**config.mk**
```make
export PLATFORM = sky130hd
export DESIGN_NAME = pipeline_ctrl
export DESIGN_NICKNAME = d
export VERILOG_FILES = /design/src/rtl/pipeline_ctrl.sv
export SDC_FILE = /design/constraint.sdc
export NUM_CORES = 1
export LEC_CHECK = 0
export ABC_AREA = 1
export CAP_MARGIN = 10
export CORE_ASPECT_RATIO = 0.8
export CORE_MARGIN = 4
export CORE_UTILIZATION = 40
export CTS_CLUSTER_SIZE = 14
export DETAILED_ROUTE_END_ITERATION = 12
export PLACE_DENSITY = 0.78
export RECOVER_POWER = 25
export SYNTH_ARGS = -nofsm -noshare
export SYNTH_HDL_FRONTEND = slang
export SYNTH_SLANG_ARGS = --single-unit
export TNS_END_PERCENT = 1
```
**constraint.sdc**
```tcl
create_clock -name CLK -period 4.55 [get_ports CLK]
set_clock_uncertainty 0.2 [all_clocks]
set_input_delay 0.455 -clock CLK [delete_from_list [all_inputs] [get_ports CLK]]
set_output_delay 0.455 -clock CLK [all_outputs]
set_load 0.02 [all_outputs]
```
**src/rtl/pipeline_ctrl.sv**
```systemverilog
// Pipeline controller: per-stage latch enables/flushes, PC redirect with deferral, halt drain.
// Optional PIPECTRL_PERF_EN adds saturating stall_cnt / flush_cnt outputs.
module pipeline_ctrl #(
  parameter int              PC_W     = 32,
  parameter logic [PC_W-1:0] RESET_PC = '0
) (
  input  logic            CLK,
  input  logic            nRST,
  input  logic            ihit,
  input  logic            dhit,
  input  logic            mem_dmemREN,
  input  logic            mem_dmemWEN,
  input  logic            hazard,
  input  logic            branch,
  input  logic            jump,
  input  logic [PC_W-1:0] branch_target,
  input  logic [PC_W-1:0] jump_target,
  input  logic            halt_mem,
  output logic            pc_en,
  output logic            redirect,
  output logic [PC_W-1:0] redirect_pc,
  output logic            ifid_en,
  output logic            idex_en,
  output logic            exmem_en,
  output logic            memwb_en,
  output logic            ifid_flush,
  output logic            idex_flush,
  output logic            halt,
`ifdef PIPECTRL_PERF_EN
  output logic [31:0]     stall_cnt,
  output logic [31:0]     flush_cnt,
`endif
  output logic [1:0]      state_dbg
);

  typedef enum logic [1:0] {
    RUN    = 2'd0,
    REDIR  = 2'd1,
    HALTED = 2'd2
  } state_t;

  state_t          state_q, state_d;
  logic [PC_W-1:0] pend_q, pend_d;
  logic            mem_req, adv, redir_req;
  logic [PC_W-1:0] sel_target;

  assign mem_req    = mem_dmemREN | mem_dmemWEN;
  assign adv        = ihit & (~mem_req | dhit);
  assign redir_req  = branch | jump;
  assign sel_target = branch ? branch_target : jump_target;
  assign state_dbg  = state_q;

  always_ff @(posedge CLK or negedge nRST) begin
    if (!nRST) begin
      state_q <= RUN;
      pend_q  <= RESET_PC;
      halt    <= 1'b0;
    end else begin
      state_q <= state_d;
      pend_q  <= pend_d;
      halt    <= (state_d == HALTED);
    end
  end

  always_comb begin
    state_d     = state_q;
    pend_d      = pend_q;
    pc_en       = 1'b0;
    redirect    = 1'b0;
    redirect_pc = pend_q;
    ifid_en     = 1'b0;
    idex_en     = 1'b0;
    exmem_en    = 1'b0;
    memwb_en    = 1'b0;
    ifid_flush  = 1'b0;
    idex_flush  = 1'b0;
    case (state_q)
      RUN: begin
        exmem_en = adv;
        memwb_en = adv;
        pc_en    = adv & ~hazard;
        ifid_en  = adv & ~hazard;
        idex_en  = adv & ~hazard;
        if (hazard) begin
          // Bubble into ID/EX; branch/jump are re-presented after the stall.
          if (adv) begin
            idex_flush = 1'b1;
            idex_en    = 1'b1;
          end
        end else if (redir_req) begin
          if (adv) begin
            redirect    = 1'b1;
            redirect_pc = sel_target;
            ifid_flush  = 1'b1;
          end else begin
            pend_d  = sel_target;
            state_d = REDIR;
          end
        end
        if (halt_mem && adv) state_d = HALTED;
      end
      REDIR: begin
        exmem_en = adv;
        memwb_en = adv;
        pc_en    = adv;
        ifid_en  = adv;
        idex_en  = adv;
        if (adv) begin
          redirect    = 1'b1;
          redirect_pc = pend_q;
          ifid_flush  = 1'b1;
          state_d     = RUN;
        end
        if (halt_mem && adv) state_d = HALTED;
      end
      HALTED: begin
        state_d = HALTED;
      end
      default: state_d = RUN;
    endcase
    // Outputs are quiet for the whole reset window, not just after the first edge.
    if (!nRST) begin
      pc_en       = 1'b0;
      redirect    = 1'b0;
      redirect_pc = RESET_PC;
      ifid_en     = 1'b0;
      idex_en     = 1'b0;
      exmem_en    = 1'b0;
      memwb_en    = 1'b0;
      ifid_flush  = 1'b0;
      idex_flush  = 1'b0;
    end
  end

`ifdef PIPECTRL_PERF_EN
  always_ff @(posedge CLK or negedge nRST) begin
    if (!nRST) begin
      stall_cnt <= '0;
      flush_cnt <= '0;
    end else begin
      if (state_q != HALTED && !pc_en && stall_cnt != 32'hFFFF_FFFF)
        stall_cnt <= stall_cnt + 32'd1;
      if (state_q != HALTED && (ifid_flush || idex_flush) && flush_cnt != 32'hFFFF_FFFF)
        flush_cnt <= flush_cnt + 32'd1;
    end
  end
`endif

endmodule

```
==> impl_metrics.toml, run 1 <==
[outcome]
status = "finished with violations"
failed_checks = "max-capacitance violations, max-slew violations"

[placed_design]
hpwl_um = 4930
port_buffers = 116
dp.cells = 555
finalWeightedCongestion = 0.8268
placed_area_mm2 = 0.003602
dp_worst_setup_slack_ps = 1064

[route]
wirelength_um = 6685
via_per_inst = 4.730
firstDrtPassIters = 4
drtAntennaViolNets = 0
drc = 0
drtIter0Drc = 124
wl_per_cell_um = 11.87
route.vias.total = 2663

[clock_network]
clock-sinks = 35
post_cts_buffers = 0
cts-root-buf = "clkbuf_8"
cts_max_path_buffers = 2
cts.clk_slew.worst_paths_ps = 70
cts_tree = "done"
clk_latency_ps = 290
ctsHtreeMaxLevel = 2
cts_resized = 0
hold_buffers = 0
numCtsBuffers = 5

[logic_synthesis]
ys_ff_latch = 35
synth_compound_area_frac = 0.1716
synth_xor_area_frac = 0
synth_area_leaders = "dfrtp_1 35%, nand2_1 15%, nor2_1 10%, o21ai_2 8.0%, nand3_1 7.2%"
synth_fp_nets = 458
yosys_warnings = 0
synth_top_area_share = 0.3483
ys_types = 19
synth_top_family_by_area = "simple AND/OR/NAND/NOR gates"
syn_avg_cell_area_um2 = 6.549
synthSimpleGateAreaFrac = 0.3418
synthMuxAreaShare = 0
yosysTopAreaCell = "dfrtp_1"
synth_adder_area_share = 0
synth_cells = 384
netlist_area_mm2 = 0.002515
ys_seq_area_frac = 0.3483

[critical_path]
cp-start-kind = "input pin"
cp.required_ps = 3890
end_kind = "output port"
critPathKind = "in2out"
cpLargestDelayFamily = "buffers and inverters"
cpPeakStageDelay_ps = 1170
slowest_stage = "clkbuf_1"
crit_buf_inv = 3
cp_max_fo = 36
arrival_ps = 3040
path_cells = "clkbuf_1, buf_4, nand2_1, nor2_1, clkdlybuf4s50_1"

[die]
num_io_pins = 117
num_rows = 25
dieArea_mm2 = 0.007628
die_h_um = 78.92
die_w_um = 96.65
initial_core_util = 0.4187
core_mm2 = 0.006006

[pwr]
p_per_area_mw_per_mm2 = 179.2
peakVddDrop_v = 0.00008428
leakage_nw = 1.664

[sta]
clock.fmax_mhz = 271.0
period_needed_ps = 3690
rsz0062_at_grt = "false"
maxSlewViolCount = 37
setup_tns_ps = 0
worstMarginPinSlew_ps = 1649
layout_setup_ws_ps = 859.8
hold_violations = 0
min_period_over_period = 0.8110
setup_viol = 0
relSlewSlack = -0.09919

[global_routing]
grt_start_max_net_pins = 37
grt.overflow.total = 0
grt_first_pass_wirelength_um = 11680
antenna_found_initial = 0
gr-usage-all-layers = 0.1834
grt_pass1_vias = 2535

[cells_and_area]
final_common_cell = "clkdlybuf4s50_1"
final_cell_mix = "114 x clkdlybuf4s50_1, 100 x nand2_1, 68 x nor2_1"
fin_nets = 555
num_antenna_cells = 0
area.growth.synth_to_final_pct = 46.52
postLayoutCellArea_mm2 = 0.003685
layout-drive-gt1-share = 0.08921
instances_no_fill = 563

[min_path]
hold_path_class = "reg2reg"

[job]
cap_violations = 1
worst reg2reg max path: stages, from the launching register on:
cell and delay (ps):
dfrtp_1 430, nor2_2 150, nand2_1 100, nor2_4 620, nand2_2 580, buf_4 450
nand2_1 150, o21ai_2 50
state kept, by name, summed over array words and instances, names as in the netlist:
name / flops
pend_q: 32
halt: 1
state_dbg: 2
where the power goes:
group | switching [mW] | leakage, nW | internal, mW
registers | 0 | 0.479 | 0.311
logic | 0.0585 | 1.14 | 0.0696
clock network | 0.116 | 0.0477 | 0.105
total | 0.175 | 1.66 | 0.485
logic make-up (layout without fill, tap and decap cells):
group	Yosys count	count (layout)
buffers and inverters	70	168
AO/OA/AOI/OAI	69	69
AND/OR/NAND/NOR	210	210
flip-flops	35	35
worst paths after layout:
check	slack (ps)	endpoint	cells past startpoint	start
min in group asynchronous	380	pend_q[2]	1	nRST
setup reg to reg	1690	pend_q[29]	7	state_dbg[0]
max in group asynchronous	2600	pend_q[27]	2	nRST
hold reg to reg	290	pend_q[25]	2	pend_q[25]
hold / removal	290	pend_q[25]	2	pend_q[25]
setup / recovery	860	redirect_pc[14]	5	nRST
per-stage QoR:
stage	hold slack, ps	utilization	total power [mW]
after global routing	306.2	0.6135	0.6938
after CTS	5.240	0.6138	0.6684
final	285.3	0.6135	0.6601
after floorplan	-40.59	-	0.3698
after detailed placement	268.0	0.5998	0.4466
after global placement	263.8	0.5998	0.4438
final cells by class:
class	instances	area, um^2
Tap cell	81	101.3
Sequential cell	35	875.8
Clock inverter	3	15.01
Timing Repair Buffer	120	1180
Inverter	40	150.1
Fill cell	559	2321
Clock buffer	5	68.82
Multi-Input combinational cell	279	1294
cells in the mapped netlist:
cell type	instances
buf_2	10
inv_1	39
nand3_2	1
nand3_1	36
clkbuf_2	1
buf_6	6
o21ai_1	10
clkbuf_1	3
nor2_2	2
dfrtp_1	35
inv_2	1
a21oi_1	2
buf_4	7
buf_1	3
o21ai_2	23
nor2_4	2
o21ai_0	34
nor2_1	68
nand2_1	101
per-layer routing:
layer	global-route usage	part of all wire	up-vias
met4	0.05891	0.013	0
met2	0.3010	0.46	89
li1	-	-	1392
met3	0.04917	0.074	8
met1	0.2366	0.45	1174
met5	0	0	-
No activity file was read; power rests on OpenSTA's default activity.
==> run 2: changes to the inputs <==
CORE_UTILIZATION = 38   (was 40)
clock period = 3.3 ns   (was 4.55 ns; I/O delays follow)
==> run 2 against run 1 <==
Net effect:
- the flow now finishes without violations
- wire length up 3.6%
- register-to-register slack worse by 370 ps
- cell area up 1.8%
==> impl_metrics.toml, run 2 (synthesis gave the netlist of run 1 again) <==
[outcome]
status = "finished, final reports clean"

[route]
wirelength_um = 6924
wl_per_cell_um = 12.17
via_per_inst = 4.692
drt-met1-wl_um = 3038
met3_wirelength_um = 628
route.vias.total = 2670
drtIter0Drc = 138
wl_met2_um = 3188
drtAntennaViolNets = 0
top_layer_used = "met4"
firstDrtPassIters = 4
drc = 0

[critical_path]
cp.required_ps = 2770
path_cells = "clkdlybuf4s50_1, inv_1, nand2_1, nand3_2, nor2_4, buf_4, nor2_1, nor2_1, clkdlybuf4s50_1"
cpPeakStageDelay_ps = 630
crit_buf_inv = 4
slowest_stage = "clkdlybuf4s50_1"
cpLargestDelayFamily = "buffers and inverters"
end_kind = "output port"
timing.reg2reg.setup_slack_ps = 1320
cp-start-kind = "input pin"
cp_max_fo = 32
arrival_ps = 2340
critPathKind = "in2out"

[die]
core_mm2 = 0.006409
die_w_um = 98.96
die_h_um = 80.77
num_io_pins = 117
dieArea_mm2 = 0.007992
num_rows = 26
initial_core_util = 0.3924

[sta]
min_period_over_period = 0.8710
worstMarginPinSlew_ps = 446.3
clock.fmax_mhz = 347.9
setup_tns_ps = 0
period_needed_ps = 2874
setup_viol = 0
relSlewSlack = 0.6993
maxSlewViolCount = 0
hold_violations = 0
whs_ps = 283.8
rsz0062_at_grt = "false"

[clock_network]
cts_resized = 0
ctsHtreeMaxLevel = 2
numCtsBuffers = 5
cts_max_path_buffers = 2
hold_buffers = 1
post_cts_buffers = 0
clock-sinks = 35
cts.clk_slew.worst_paths_ps = 60
clk_latency_ps = 270
cts_tree = "done"
cts-root-buf = "clkbuf_8"

[cells_and_area]
final_common_cell = "clkdlybuf4s50_1"
filler_cell_count = 596
final_cell_mix = "114 x clkdlybuf4s50_1, 100 x nand2_1, 68 x nor2_1"
area.growth.synth_to_final_pct = 49.10
largest_register_ffs = 32
fin_nets = 559
regMostFlops = "pend_q"
num_antenna_cells = 0
layout-drive-gt1-share = 0.09278

[min_path]
hold_path_class = "reg2reg"

[global_routing]
grt_first_pass_wirelength_um = 11510
grt_start_max_net_pins = 68
gr-usage-all-layers = 0.1768
antenna_found_initial = 0
grt_pass1_vias = 2545
grt.overflow.total = 0

[pwr]
peakVddDrop_v = 0.0001365
p_per_area_mw_per_mm2 = 243.1
leakage_nw = 1.695

[placed_design]
hpwl_um = 4865
port_buffers = 116
finalWeightedCongestion = 0.7506

[job]
cap_violations = 0
run 2: cell count changes in the layout (fill, tap and decap cells not counted), sizes merged:
| cell | previous run | this run |
|---|---|---|
| buf | 5 | 8 |
| clkbuf | 6 | 7 |
| clkinv | 3 | 1 |
| dlygate4sd3 | 0 | 1 |
run 2: final timing paths:
path                               from              end  depth (start not counted)
setup / recovery                   jump  redirect_pc[11]                          9
hold / removal                pend_q[4]        pend_q[4]                          2
setup reg to reg           state_dbg[0]       pend_q[23]                          8
hold reg to reg               pend_q[4]        pend_q[4]                          2
max in group asynchronous          nRST       pend_q[20]                          3
min in group asynchronous          nRST       pend_q[26]                          3
run 2: final cells by class:
type                            count  area, um^2  area share
Multi-Input combinational cell    279        1294      0.3450
Sequential cell                    35       875.8      0.2336
Clock inverter                      1       5.005    0.001335
Tap cell                           84       105.1     0.02803
Inverter                           40       150.1     0.04004
Timing Repair Buffer              124        1237      0.3300
Clock buffer                        6       82.58     0.02202
run 2: per-stage QoR:
step | instances | power [mW] | area [um^2] | util | setup WS [ps]
3_5_place_dp | 561 | 0.6193 | 3654 | 0.5701 | 433.9
4_1_cts | 569 | 0.9232 | 3751 | 0.5853 | 421.9
3_3_place_gp | 561 | 0.6161 | 3654 | 0.5701 | 453.0
5_1_grt | 569 | 0.9629 | 3750 | 0.5851 | 259.9
2_1_floorplan | 384 | 0.5099 | 2515 | - | 1297
6_report | 569 | 0.9115 | 3750 | 0.5851 | 425.6
run 2: where the power goes:
group          switching [mW]  leakage (nW)  total [mW]  internal (mW)
combinational          0.0826          1.17       0.181         0.0986
sequential                  0         0.479       0.429          0.429
clock                   0.138        0.0470       0.301          0.164
total                   0.220          1.69       0.912          0.691
run 2: worst reg2reg max path, stage by stage (launching register included):
cell     delay [ps]
dfrtp_1         440
nor2_2          140
nand2_1         100
nor2_4           80
buf_4           350
nand2_2         140
buf_12          230
nand2_1         140
o21ai_2          50
run 2: layer usage:
metal,global-route usage,vias to the layer above
met5,0,-
met4,0.05457,0
met3,0.05579,6
met2,0.2989,91
met1,0.2173,1177
li1,-,1396
==> run 3: changes to the inputs <==
GPL_TIMING_DRIVEN = 0   (was not set)
==> run 3 against run 2 <==
Net effect:
- critical path depth decreased by 2
- sequential power about the same
- die area unchanged
- wire length increased by 17%
- highest routed layer unchanged
- the flow now finishes with violations (max-capacitance violations, max-slew violations)
- via count increased by 7.2%
- combinational power increased by 4%
- critical path type unchanged
- register-to-register slack improved by 210 ps
- critical endpoint is now redirect_pc[29]
- cell area increased by 4.2%
- flip-flop and latch count unchanged
==> impl_metrics.toml, run 3 (synthesis gave the netlist of run 1 again) <==
[job]
cap_violations = 1

[route]
wl_met2_um = 3804
top_layer_used = "met4"
drtIter0Drc = 106
wirelength_um = 8081
drt-met1-wl_um = 3443
drtAntennaViolNets = 0
via_per_inst = 4.816
drc = 0
wl_per_cell_um = 13.60
route.vias.total = 2861
firstDrtPassIters = 4
met3_wirelength_um = 731

[cells_and_area]
num_antenna_cells = 0
final_cell_mix = "115 x clkdlybuf4s50_1, 101 x nand2_1, 68 x nor2_1"
largest_register_ffs = 32
regMostFlops = "pend_q"
fin_nets = 583
filler_cell_count = 597
instances_no_fill = 594
final_common_cell = "clkdlybuf4s50_1"
postLayoutCellArea_mm2 = 0.003906
layout-drive-gt1-share = 0.1196
area.growth.synth_to_final_pct = 55.32

[sta]
maxSlewViolCount = 36
setup_viol = 0
clock.fmax_mhz = 320.3
period_needed_ps = 3122
min_period_over_period = 0.9462
hold_violations = 0
worstMarginPinSlew_ps = 1932
setup_tns_ps = 0
layout_setup_ws_ps = 177.7
relSlewSlack = -0.2883
rsz0062_at_grt = "false"

[clock_network]
clock-sinks = 35
clk_latency_ps = 290
post_cts_buffers = 0
numCtsBuffers = 5
cts_tree = "done"
cts_max_path_buffers = 2
cts-root-buf = "clkbuf_8"
ctsHtreeMaxLevel = 2
cts.clk_slew.worst_paths_ps = 70

[placed_design]
finalWeightedCongestion = 0.8153
dp_worst_setup_slack_ps = 141.2
placed_area_mm2 = 0.003776
hpwl_um = 5965
dp.cells = 584
port_buffers = 116

[critical_path]
slowest_stage = "clkdlybuf4s50_1"
r2r_cells = 8
crit_buf_inv = 5
cp_max_fo = 10
path_cells = "dlygate4sd3_1, clkbuf_1, clkbuf_1, buf_1, nand2_1, nor2_1, clkdlybuf4s50_1"
arrival_ps = 2590
cp.required_ps = 2770
crit_top_cell = "clkbuf_1"
cpPeakStageDelay_ps = 630
cpLargestDelayFamily = "buffers and inverters"
cp-start-kind = "input pin"
critPathKind = "in2out"
cp_num_cells = 7
end_kind = "output port"

[global_routing]
grt_start_max_net_pins = 36
grt_first_pass_wirelength_um = 12970
antenna_found_initial = 0
gr-usage-all-layers = 0.2028
grt.overflow.total = 0
grt_pass1_vias = 2745

[die]
initial_core_util = 0.3924
num_rows = 26
die_w_um = 98.96
die_h_um = 80.77
num_io_pins = 117
dieArea_mm2 = 0.007992
core_mm2 = 0.006409

[pwr]
leakage_nw = 1.794
p_per_area_mw_per_mm2 = 262.9
peakVddDrop_v = 0.0001629

[min_path]
worstHoldPathCells = 2
hold_path_class = "reg2reg"

[outcome]
status = "finished with violations"
failed_checks = "max-capacitance violations, max-slew violations"
[run 3: what timing repair did]
| item | 4_1_cts | 5_1_grt |
|---|---|---|
| gates resized for setup | 0 | 0 |
| hold buffers | 2 | 0 |
| endpoints found under the hold margin | 35 | 0 |
[run 3: area by class of cell]
type,instances,area [um^2],share of cell area
inverter,40,150.1,0.03844
multi-input combinational,279,1291,0.3306
timing repair buffer,118,1169,0.2992
buffer,30,197.7,0.05061
sequential,35,875.8,0.2242
clock buffer,6,82.58,0.02114
tap,84,105.1,0.02691
clock inverter,2,35.03,0.008969
[run 3: metrics by stage]
stage | total power, mW | util | hold slack [ps]
2_1_floorplan | 0.5099 | - | -165.6
3_3_place_gp | 0.6223 | 0.5900 | 263.5
3_5_place_dp | 0.6247 | 0.5892 | 269.8
4_1_cts | 1.033 | 0.6123 | 288.4
5_1_grt | 1.071 | 0.6095 | 306.8
6_report | 1.027 | 0.6095 | 288.3
[run 3: routing by layer]
layer	up-vias	track usage
met1	1292	0.2520
met3	9	0.05837
met4	0	0.04911
met2	116	0.3505
li1	1444	-
met5	-	0
[run 3: final timing paths]
check,start,end,slack [ps]
worst min-delay path,pend_q[27],pend_q[27],290
min in group asynchronous,nRST,pend_q[1],1110
max in group asynchronous,nRST,pend_q[31],670
worst min register to register,pend_q[27],pend_q[27],290
worst max-delay path,nRST,redirect_pc[29],180
worst max register to register,state_dbg[0],pend_q[26],1530
[run 3: worst register-to-register path: stages, from the launching register on]
cell	delay, ps
dfrtp_1	450
nor2_2	140
nand2_1	100
nor2_4	170
nand2_1	110
buf_6	180
buf_6	150
nand2_1	90
o21ai_2	60
[run 3: power breakdown]
group | internal, mW | switching (mW)
logic | 0.100 | 0.0884
clock network | 0.245 | 0.165
registers | 0.429 | 0
